`src/rtl/ahb_pkg.sv`:
```
// Shared AHB-Lite encodings for the two-master arbiter: transfer types, response codes,
// per-port FSM states and data-phase owner encoding.
package ahb_pkg;

  typedef enum logic [1:0] {
    TransIdle   = 2'b00,
    TransBusy   = 2'b01,
    TransNonseq = 2'b10,
    TransSeq    = 2'b11
  } htrans_e;

  typedef enum logic [1:0] {
    StIdle,
    StPend,
    StAddrOut,
    StData
  } port_state_e;

  typedef enum logic [1:0] {
    OwnNone,
    OwnM0,
    OwnM1
  } owner_e;

  localparam logic RespOkay  = 1'b0;
  localparam logic RespError = 1'b1;

  // Wide enough for the largest supported starvation threshold (15).
  localparam int unsigned WaitW = 4;

endpackage

```
`src/rtl/ahblite_arbiter_2m_if.sv`:
```
// AHB-Lite signal bundle; the master modport drives the address phase, the slave
// modport returns ready/response/read data.
interface ahblite_arbiter_2m_if #(
  parameter int unsigned ADDR_W = 32,
  parameter int unsigned DATA_W = 32
);
  logic [ADDR_W-1:0] haddr;
  logic [1:0]        htrans;
  logic              hwrite;
  logic [2:0]        hsize;
  logic [DATA_W-1:0] hwdata;
  logic              hready;
  logic              hresp;
  logic [DATA_W-1:0] hrdata;

  modport master (
    output haddr, htrans, hwrite, hsize, hwdata,
    input  hready, hresp, hrdata
  );

  modport slave (
    input  haddr, htrans, hwrite, hsize, hwdata,
    output hready, hresp, hrdata
  );
endinterface

```
`src/rtl/ahblite_input_stage.sv`:
```
// Per-master input stage: request hold register, port FSM and the stall/response
// signals seen by that master.
module ahblite_input_stage
  import ahb_pkg::*;
#(
  parameter int unsigned ADDR_W = 32
) (
  input  logic              clk,
  input  logic              rst,
  input  logic [ADDR_W-1:0] haddr,
  input  logic [1:0]        htrans,
  input  logic              hwrite,
  input  logic [2:0]        hsize,
  input  logic              bus_hready,
  input  logic              bus_hresp,
  input  logic              is_owner,
  input  logic              grant,
  output logic              req,
  output logic              cont,
  output logic              held,
  output logic [ADDR_W-1:0] held_haddr,
  output logic [1:0]        held_htrans,
  output logic              held_hwrite,
  output logic [2:0]        held_hsize,
  output logic              hready,
  output logic              hresp
);

  port_state_e       state_q, state_d;
  logic              valid, capture;
  logic [ADDR_W-1:0] haddr_q;
  logic [1:0]        htrans_q;
  logic              hwrite_q;
  logic [2:0]        hsize_q;

  assign held   = (state_q == StPend);
  assign hready = held ? 1'b0 : (is_owner ? bus_hready : 1'b1);
  assign hresp  = (is_owner && bus_hresp == RespError) ? RespError : RespOkay;
  assign valid  = !held && hready && htrans[1];
  assign req    = held || valid;
  // SEQ and BUSY from the current owner both continue its burst.
  assign cont   = !held && is_owner && bus_hready &&
                  (htrans == TransSeq || htrans == TransBusy);

  assign held_haddr  = haddr_q;
  assign held_htrans = htrans_q;
  assign held_hwrite = hwrite_q;
  assign held_hsize  = hsize_q;

  always_comb begin
    state_d = state_q;
    capture = 1'b0;
    case (state_q)
      StPend: if (grant) state_d = StAddrOut;
      StIdle, StAddrOut, StData: begin
        if (valid) begin
          state_d = grant ? StData : StPend;
          capture = !grant;
        end else if (state_q == StIdle || bus_hready) begin
          state_d = StIdle;
        end
      end
      default: state_d = StIdle;
    endcase
  end

  always_ff @(posedge clk) begin
    if (rst) begin
      state_q  <= StIdle;
      haddr_q  <= '0;
      htrans_q <= TransIdle;
      hwrite_q <= 1'b0;
      hsize_q  <= '0;
    end else begin
      state_q <= state_d;
      if (capture) begin
        haddr_q  <= haddr;
        htrans_q <= htrans;
        hwrite_q <= hwrite;
        hsize_q  <= hsize;
      end
    end
  end

endmodule

```
`src/rtl/ahblite_arbiter_2m.sv`:
```
// Two-master AHB-Lite arbiter: fixed M0-over-M1 priority with burst lock and an M1
// starvation guard; routes each data phase back to the master that owns it.
module ahblite_arbiter_2m
  import ahb_pkg::*;
#(
  parameter int unsigned ADDR_W   = 32,
  parameter int unsigned DATA_W   = 32,
  parameter int unsigned MAX_WAIT = 4
) (
  input  logic                 hclk,
  input  logic                 hreset,
  ahblite_arbiter_2m_if.slave  m0,
  ahblite_arbiter_2m_if.slave  m1,
  ahblite_arbiter_2m_if.master bus,
  output logic [15:0]          dma_stall_cnt
);

  localparam logic [WaitW-1:0] MaxWait = WaitW'(MAX_WAIT);

  owner_e            owner_q, win;
  logic [WaitW-1:0]  wait_q;
  logic [15:0]       stall_q;
  logic              req0, req1, cont0, cont1, held0, held1;
  logic [ADDR_W-1:0] hold_addr0, hold_addr1, haddr_mux;
  logic [1:0]        hold_trans0, hold_trans1, htrans_mux;
  logic              hold_write0, hold_write1, hwrite_mux;
  logic [2:0]        hold_size0, hold_size1, hsize_mux;
  logic [DATA_W-1:0] hwdata_mux;

  ahblite_input_stage #(.ADDR_W(ADDR_W)) u_in0 (
    .clk(hclk), .rst(hreset),
    .haddr(m0.haddr), .htrans(m0.htrans), .hwrite(m0.hwrite), .hsize(m0.hsize),
    .bus_hready(bus.hready), .bus_hresp(bus.hresp),
    .is_owner(owner_q == OwnM0), .grant(win == OwnM0),
    .req(req0), .cont(cont0), .held(held0),
    .held_haddr(hold_addr0), .held_htrans(hold_trans0), .held_hwrite(hold_write0),
    .held_hsize(hold_size0),
    .hready(m0.hready), .hresp(m0.hresp)
  );

  ahblite_input_stage #(.ADDR_W(ADDR_W)) u_in1 (
    .clk(hclk), .rst(hreset),
    .haddr(m1.haddr), .htrans(m1.htrans), .hwrite(m1.hwrite), .hsize(m1.hsize),
    .bus_hready(bus.hready), .bus_hresp(bus.hresp),
    .is_owner(owner_q == OwnM1), .grant(win == OwnM1),
    .req(req1), .cont(cont1), .held(held1),
    .held_haddr(hold_addr1), .held_htrans(hold_trans1), .held_hwrite(hold_write1),
    .held_hsize(hold_size1),
    .hready(m1.hready), .hresp(m1.hresp)
  );

  always_comb begin
    win = OwnNone;
    if (!hreset && bus.hready) begin
      if (cont0)                          win = OwnM0;
      else if (cont1)                     win = OwnM1;
      else if (req1 && wait_q == MaxWait) win = OwnM1;
      else if (req0)                      win = OwnM0;
      else if (req1)                      win = OwnM1;
    end
  end

  // Idle bus parks on M0 with HTRANS=IDLE; direct grants pass through combinationally.
  always_comb begin
    haddr_mux  = m0.haddr;
    htrans_mux = TransIdle;
    hwrite_mux = m0.hwrite;
    hsize_mux  = m0.hsize;
    case (win)
      OwnM0: begin
        haddr_mux  = held0 ? hold_addr0  : m0.haddr;
        htrans_mux = held0 ? hold_trans0 : m0.htrans;
        hwrite_mux = held0 ? hold_write0 : m0.hwrite;
        hsize_mux  = held0 ? hold_size0  : m0.hsize;
      end
      OwnM1: begin
        haddr_mux  = held1 ? hold_addr1  : m1.haddr;
        htrans_mux = held1 ? hold_trans1 : m1.htrans;
        hwrite_mux = held1 ? hold_write1 : m1.hwrite;
        hsize_mux  = held1 ? hold_size1  : m1.hsize;
      end
      default: ;
    endcase
    if (hreset) begin
      haddr_mux  = '0;
      htrans_mux = TransIdle;
      hwrite_mux = 1'b0;
      hsize_mux  = '0;
    end
  end

  assign hwdata_mux    = (owner_q == OwnM1) ? m1.hwdata : m0.hwdata;
  assign bus.haddr     = haddr_mux;
  assign bus.htrans    = htrans_mux;
  assign bus.hwrite    = hwrite_mux;
  assign bus.hsize     = hsize_mux;
  assign bus.hwdata    = hwdata_mux;
  assign m0.hrdata     = bus.hrdata;
  assign m1.hrdata     = bus.hrdata;
  assign dma_stall_cnt = stall_q;

  always_ff @(posedge hclk) begin
    if (hreset) begin
      owner_q <= OwnNone;
      wait_q  <= '0;
      stall_q <= '0;
    end else begin
      if (bus.hready) owner_q <= win;
      if (win == OwnM1)                     wait_q <= '0;
      else if (held1 && wait_q != MaxWait)  wait_q <= wait_q + 1'b1;
      if (held1 && win != OwnM1 && stall_q != 16'hFFFF) stall_q <= stall_q + 16'd1;
    end
  end

endmodule
```
`src/flat_wrapper.sv`:
```
// flat-port wrapper written by rule: the top's interface ports become plain ports
module ahblite_arbiter_2m_flat import ahb_pkg::*;
#(
  parameter int unsigned ADDR_W   = 32,
  parameter int unsigned DATA_W   = 32,
  parameter int unsigned MAX_WAIT = 4
)
  (hclk, hreset, dma_stall_cnt, m0_haddr, m0_htrans, m0_hwrite, m0_hsize, m0_hwdata, m0_hready, m0_hresp, m0_hrdata, m1_haddr, m1_htrans, m1_hwrite, m1_hsize, m1_hwdata, m1_hready, m1_hresp, m1_hrdata, bus_haddr, bus_htrans, bus_hwrite, bus_hsize, bus_hwdata, bus_hready, bus_hresp, bus_hrdata);
  ahblite_arbiter_2m_if #(.ADDR_W(ADDR_W), .DATA_W(DATA_W)) m0_i ();
  ahblite_arbiter_2m_if #(.ADDR_W(ADDR_W), .DATA_W(DATA_W)) m1_i ();
  ahblite_arbiter_2m_if #(.ADDR_W(ADDR_W), .DATA_W(DATA_W)) bus_i ();
  input  logic hclk;
  input  logic hreset;
  output logic [15:0] dma_stall_cnt;
  input wire logic [$bits(m0_i.haddr)-1:0] m0_haddr;
  input wire logic [$bits(m0_i.htrans)-1:0] m0_htrans;
  input wire logic [$bits(m0_i.hwrite)-1:0] m0_hwrite;
  input wire logic [$bits(m0_i.hsize)-1:0] m0_hsize;
  input wire logic [$bits(m0_i.hwdata)-1:0] m0_hwdata;
  output wire logic [$bits(m0_i.hready)-1:0] m0_hready;
  output wire logic [$bits(m0_i.hresp)-1:0] m0_hresp;
  output wire logic [$bits(m0_i.hrdata)-1:0] m0_hrdata;
  input wire logic [$bits(m1_i.haddr)-1:0] m1_haddr;
  input wire logic [$bits(m1_i.htrans)-1:0] m1_htrans;
  input wire logic [$bits(m1_i.hwrite)-1:0] m1_hwrite;
  input wire logic [$bits(m1_i.hsize)-1:0] m1_hsize;
  input wire logic [$bits(m1_i.hwdata)-1:0] m1_hwdata;
  output wire logic [$bits(m1_i.hready)-1:0] m1_hready;
  output wire logic [$bits(m1_i.hresp)-1:0] m1_hresp;
  output wire logic [$bits(m1_i.hrdata)-1:0] m1_hrdata;
  output wire logic [$bits(bus_i.haddr)-1:0] bus_haddr;
  output wire logic [$bits(bus_i.htrans)-1:0] bus_htrans;
  output wire logic [$bits(bus_i.hwrite)-1:0] bus_hwrite;
  output wire logic [$bits(bus_i.hsize)-1:0] bus_hsize;
  output wire logic [$bits(bus_i.hwdata)-1:0] bus_hwdata;
  input wire logic [$bits(bus_i.hready)-1:0] bus_hready;
  input wire logic [$bits(bus_i.hresp)-1:0] bus_hresp;
  input wire logic [$bits(bus_i.hrdata)-1:0] bus_hrdata;
  assign m0_i.haddr = m0_haddr;
  assign m0_i.htrans = m0_htrans;
  assign m0_i.hwrite = m0_hwrite;
  assign m0_i.hsize = m0_hsize;
  assign m0_i.hwdata = m0_hwdata;
  assign m0_hready = m0_i.hready;
  assign m0_hresp = m0_i.hresp;
  assign m0_hrdata = m0_i.hrdata;
  assign m1_i.haddr = m1_haddr;
  assign m1_i.htrans = m1_htrans;
  assign m1_i.hwrite = m1_hwrite;
  assign m1_i.hsize = m1_hsize;
  assign m1_i.hwdata = m1_hwdata;
  assign m1_hready = m1_i.hready;
  assign m1_hresp = m1_i.hresp;
  assign m1_hrdata = m1_i.hrdata;
  assign bus_haddr = bus_i.haddr;
  assign bus_htrans = bus_i.htrans;
  assign bus_hwrite = bus_i.hwrite;
  assign bus_hsize = bus_i.hsize;
  assign bus_hwdata = bus_i.hwdata;
  assign bus_i.hready = bus_hready;
  assign bus_i.hresp = bus_hresp;
  assign bus_i.hrdata = bus_hrdata;
  ahblite_arbiter_2m #(.ADDR_W(ADDR_W), .DATA_W(DATA_W), .MAX_WAIT(MAX_WAIT)) u_core (.hclk(hclk), .hreset(hreset), .m0(m0_i), .m1(m1_i), .bus(bus_i), .dma_stall_cnt(dma_stall_cnt));
endmodule
```
`config.mk`:
```
export PLATFORM = sky130hd
export DESIGN_NAME = ahblite_arbiter_2m_flat
export DESIGN_NICKNAME = d
export VERILOG_FILES = /design/src/rtl/ahb_pkg.sv /design/src/rtl/ahblite_arbiter_2m_if.sv /design/src/rtl/ahblite_input_stage.sv /design/src/rtl/ahblite_arbiter_2m.sv /design/src/flat_wrapper.sv
export SDC_FILE = /design/constraint.sdc
export NUM_CORES = 1
export LEC_CHECK = 0
export BUFFER_PORTS_ARGS = -buffer_cell sky130_fd_sc_hd__buf_2
export CAP_MARGIN = 20
export CORE_AREA = 2 2 127 129
export DETAILED_ROUTE_END_ITERATION = 6
export DIE_AREA = 0 0 129 131
export GPL_TIMING_DRIVEN = 0
export HOLD_SLACK_MARGIN = 0.1
export PLACE_DENSITY_LB_ADDON = 0.05
export RECOVER_POWER = 50
export SYNTH_ARGS = -nofsm -noshare
export SYNTH_HDL_FRONTEND = slang
export SYNTH_HIERARCHICAL = 1
export SYNTH_SLANG_ARGS = --single-unit
```
`constraint.sdc`:
```
create_clock -name hclk -period 4.9 [get_ports hclk]
set_input_delay 0.735 -clock hclk [delete_from_list [all_inputs] [get_ports hclk]]
set_output_delay 0.735 -clock hclk [all_outputs]
set_load 0.05 [all_outputs]
```
==> impl_metrics.toml <==
[logic_synthesis]
synth-compound-area-share_pct = 14.3
synth_fa_ha_area_share_pct = 1.03
syn_avg_cell_area_um2 = 8.11
yosys.area_share.simple_pct = 22.6
yosysTopAreaCellShare_pct = 28.1
synth_xor_xnor_area_share_pct = 0.362
synth_flop_cell = "dfxtp_1"
synth_cells = 896
synth_edf_count = 0
synthTopCellsByArea = "dfxtp_1, mux2_2, mux2i_1"
synth_common_cells = "nand2_1, dfxtp_1, nor2_1"
yosysMostFrequentCell = "nand2_1"
ys_warn_count = 6
muxShareOfSynthArea_pct = 22.0
synth_cell_types = 55
syn-cell-area_mm2 = 0.00727
syn-num-nets = 1078
synth_top_family_by_area = "simple AND/OR/NAND/NOR gates"
async_flop_share_pct = 0
ys_ff_latch = 102
synth_top_area_cell = "dfxtp_1"
seq_area_frac_synth_pct = 28.1

[worst_setup_path]
start_kind = "register"
arrival_ns = 3.85
path_class = "register to primary output"
worstSetupEndpointType = "primary output"
critPathLaunch = "u_core/owner_q[1]"
required_ns = 4.16
reg2reg_depth = 14
crit_path_max_fanout = 13
reg2reg_slack_ns = 1.30
timing.rr.start = "u_core/owner_q[1]"

[die]
row_count = 46
io_pins = 330
die_w_um = 129
dieArea_mm2 = 0.0169
die_h_um = 131
coreArea_mm2 = 0.0156
initial_core_util_pct = 46.6

[timing]
tightest_slew_ns = 0.786
hold_viol = 0
setup_tns_ns = 0
setup_viol = 0
max_freq_ghz = 0.218
slew_headroom_pct = 47.6
period_needed_ns = 4.58
finalMaxSlewViolations = 0
rsz0062_at_grt = "no"
fin_skew_ns = 0.00764
period_share_pct = 93.5

[clocking]
cts.sinks = 102
cts_tree = "built"
cts_made_buffers = 9
postCtsSetupBuffers = 0
cts.path.max_buffers = 2
root_buffer = "clkbuf_16"
post_cts_resized = 10
clk_pin_slew_ns = 0.07
clock_latency_ns = 0.35
hold_buffers = 0
htreeDepth = 3

[power_and_ir_drop]
power.switching_uw = 989
sw_frac_of_total_pct = 36.6
ir_worst_vdd_mv = 0.181
p_seq_share_pct = 33.8
intPower_uw = 1710
power_frac_comb_pct = 35.4
total_leakage_power_uw = 0.00398
powerDensity_mw_per_mm2 = 292
clock_power_share_pct = 30.8

[placed_design]
place_congestion = 0.845
dp_hpwl_mm = 18.7
portBuffers = 297
dpl_cell_area_mm2 = 0.00902

[route]
routed_wl_mm = 24.0
drtPass1Iterations = 5
wl_per_cell_um = 16.8
final_antenna_net_count = 0
num_vias = 7414
drtIter0Drc = 410
vias_per_cell = 5.20
drc = 0

[global_route]
grt_max_degree = 17
grt_use_total_pct = 26.9
grt_overflow = 0
grt_pass1_vias = 6805
antenna_found_initial = 1
grt_pass1_wl_mm = 35.4

[finish]
fillers = 1505
drive_gt1_share_pct = 31.6
multi_input_area_mm2 = 0.00438
final_nets = 1386
fin_area_mm2 = 0.00924
syn_to_final_growth_pct = 27.1
post-route-util_pct = 59.2
register_area_mm2 = 0.00204

[worst_hold_path]
hold_depth = 2
hold_path_class = "register to register"
hp-start = "u_core/u_in0/held_haddr[6]"

[run]
maxCapViolations = 0

[run_status]
status = "finished clean"
## cell type report
cell class / instances / share of cell area [%]
Inverter: 8 / 0.325
Clock inverter: 6 / 1.19
Antenna cell: 1 / 0.0271
Tap cell: 216 / 2.93
Sequential cell: 102 / 22.1
Multi-Input combinational cell: 653 / 47.4
Buffer: 133 / 8.94
Clock buffer: 10 / 2.48
Timing Repair Buffer: 297 / 14.6
## cell families (layout without fill, tap and decap cells)
kind of cell	Yosys count	count (layout)
simple gates	344	344
compound gates	150	150
mux	150	150
buf+inv	141	454
flops	102	102
fa+ha+maj	6	6
xor+xnor	3	3
other cells	0	1
## worst paths after layout
check / to
setup / recovery: bus_htrans[0]
hold / removal: u_core/u_in0/held_haddr[6]
setup reg to reg: u_core/dma_stall_cnt[12]
hold reg to reg: u_core/u_in0/held_haddr[6]
## flip-flops by register name (all words and copies together), names as in the netlist
register and flops:
u_core/u_in0/held_haddr 32, u_core/u_in1/held_haddr 32, u_core/dma_stall_cnt 16, u_core/wait_q 4, u_core/u_in0/held_hsize 3, u_core/u_in1/held_hsize 3, u_core/owner_q 2, u_core/u_in0/held_htrans 2
u_core/u_in0/state_q 2, u_core/u_in1/held_htrans 2, u_core/u_in1/state_q 2, u_core/u_in0/held_hwrite 1, u_core/u_in1/held_hwrite 1
## power by group through the flow
stage	registers [uW]	logic (uW)	clock network, uW
2_1_floorplan	928	714	0
5_1_grt	917	1020	877
4_1_cts	911	971	845
3_5_place_dp	929	966	0
6_report	911	957	832
3_3_place_gp	928	960	0
## cells in the final DEF (no fill, tap or decap), drive strengths merged, types with 4 or more instances in the layout
cell	synthesis	final
nand4	8	8
o21a	39	39
clkbuf	43	170
a21oi	49	49
mux2	74	74
nor2b	10	10
nor3	8	8
nor2	80	80
buf	90	270
a221oi	36	36
o31ai	4	4
nand2	159	159
o21ai	6	6
inv	8	8
or4	5	5
dfxtp	102	102
a21o	4	4
or3	6	6
ha	6	6
mux2i	76	76
nand3	6	6
nand2b	40	40
## critical path, cell delays in order (launching register included)
cell,delay [ns]
dfxtp_1,0.33
nor2b_1,0.13
clkbuf_2,0.15
clkbuf_4,0.24
nand2b_1,0.15
a21o_1,0.17
nand4b_1,0.10
a31oi_1,0.21
nor3b_2,0.10
inv_1,0.11
ha_1,0.27
clkbuf_2,0.30
clkbuf_1,0.44
a22oi_1,0.19
nor3_1,0.26
buf_2,0.33
## metal layers
layer	vias up	share of wire, %	global-route usage, %
li1	3658	-	-
met1	3429	43	34.4
met2	294	48	46.1
met3	33	6.7	4.89
met4	0	2.0	8.63
met5	-	0	0
## stage by stage
| step | setup WS (ns) | hold WS [ns] | total power (uW) | cells |
|---|---|---|---|---|
| after global routing | 0.0686 | 0.468 | 2820 | 1425 |
| final | 0.318 | 0.451 | 2700 | 1426 |
| after floorplan | 0.516 | 0.430 | 1640 | 896 |
| after global placement | 0.0678 | 0.437 | 1890 | 1409 |
| after detailed placement | 0.128 | 0.443 | 1890 | 1409 |
| after CTS | 0.0870 | 0.454 | 2730 | 1425 |
(Power assumes the default switching activity.)
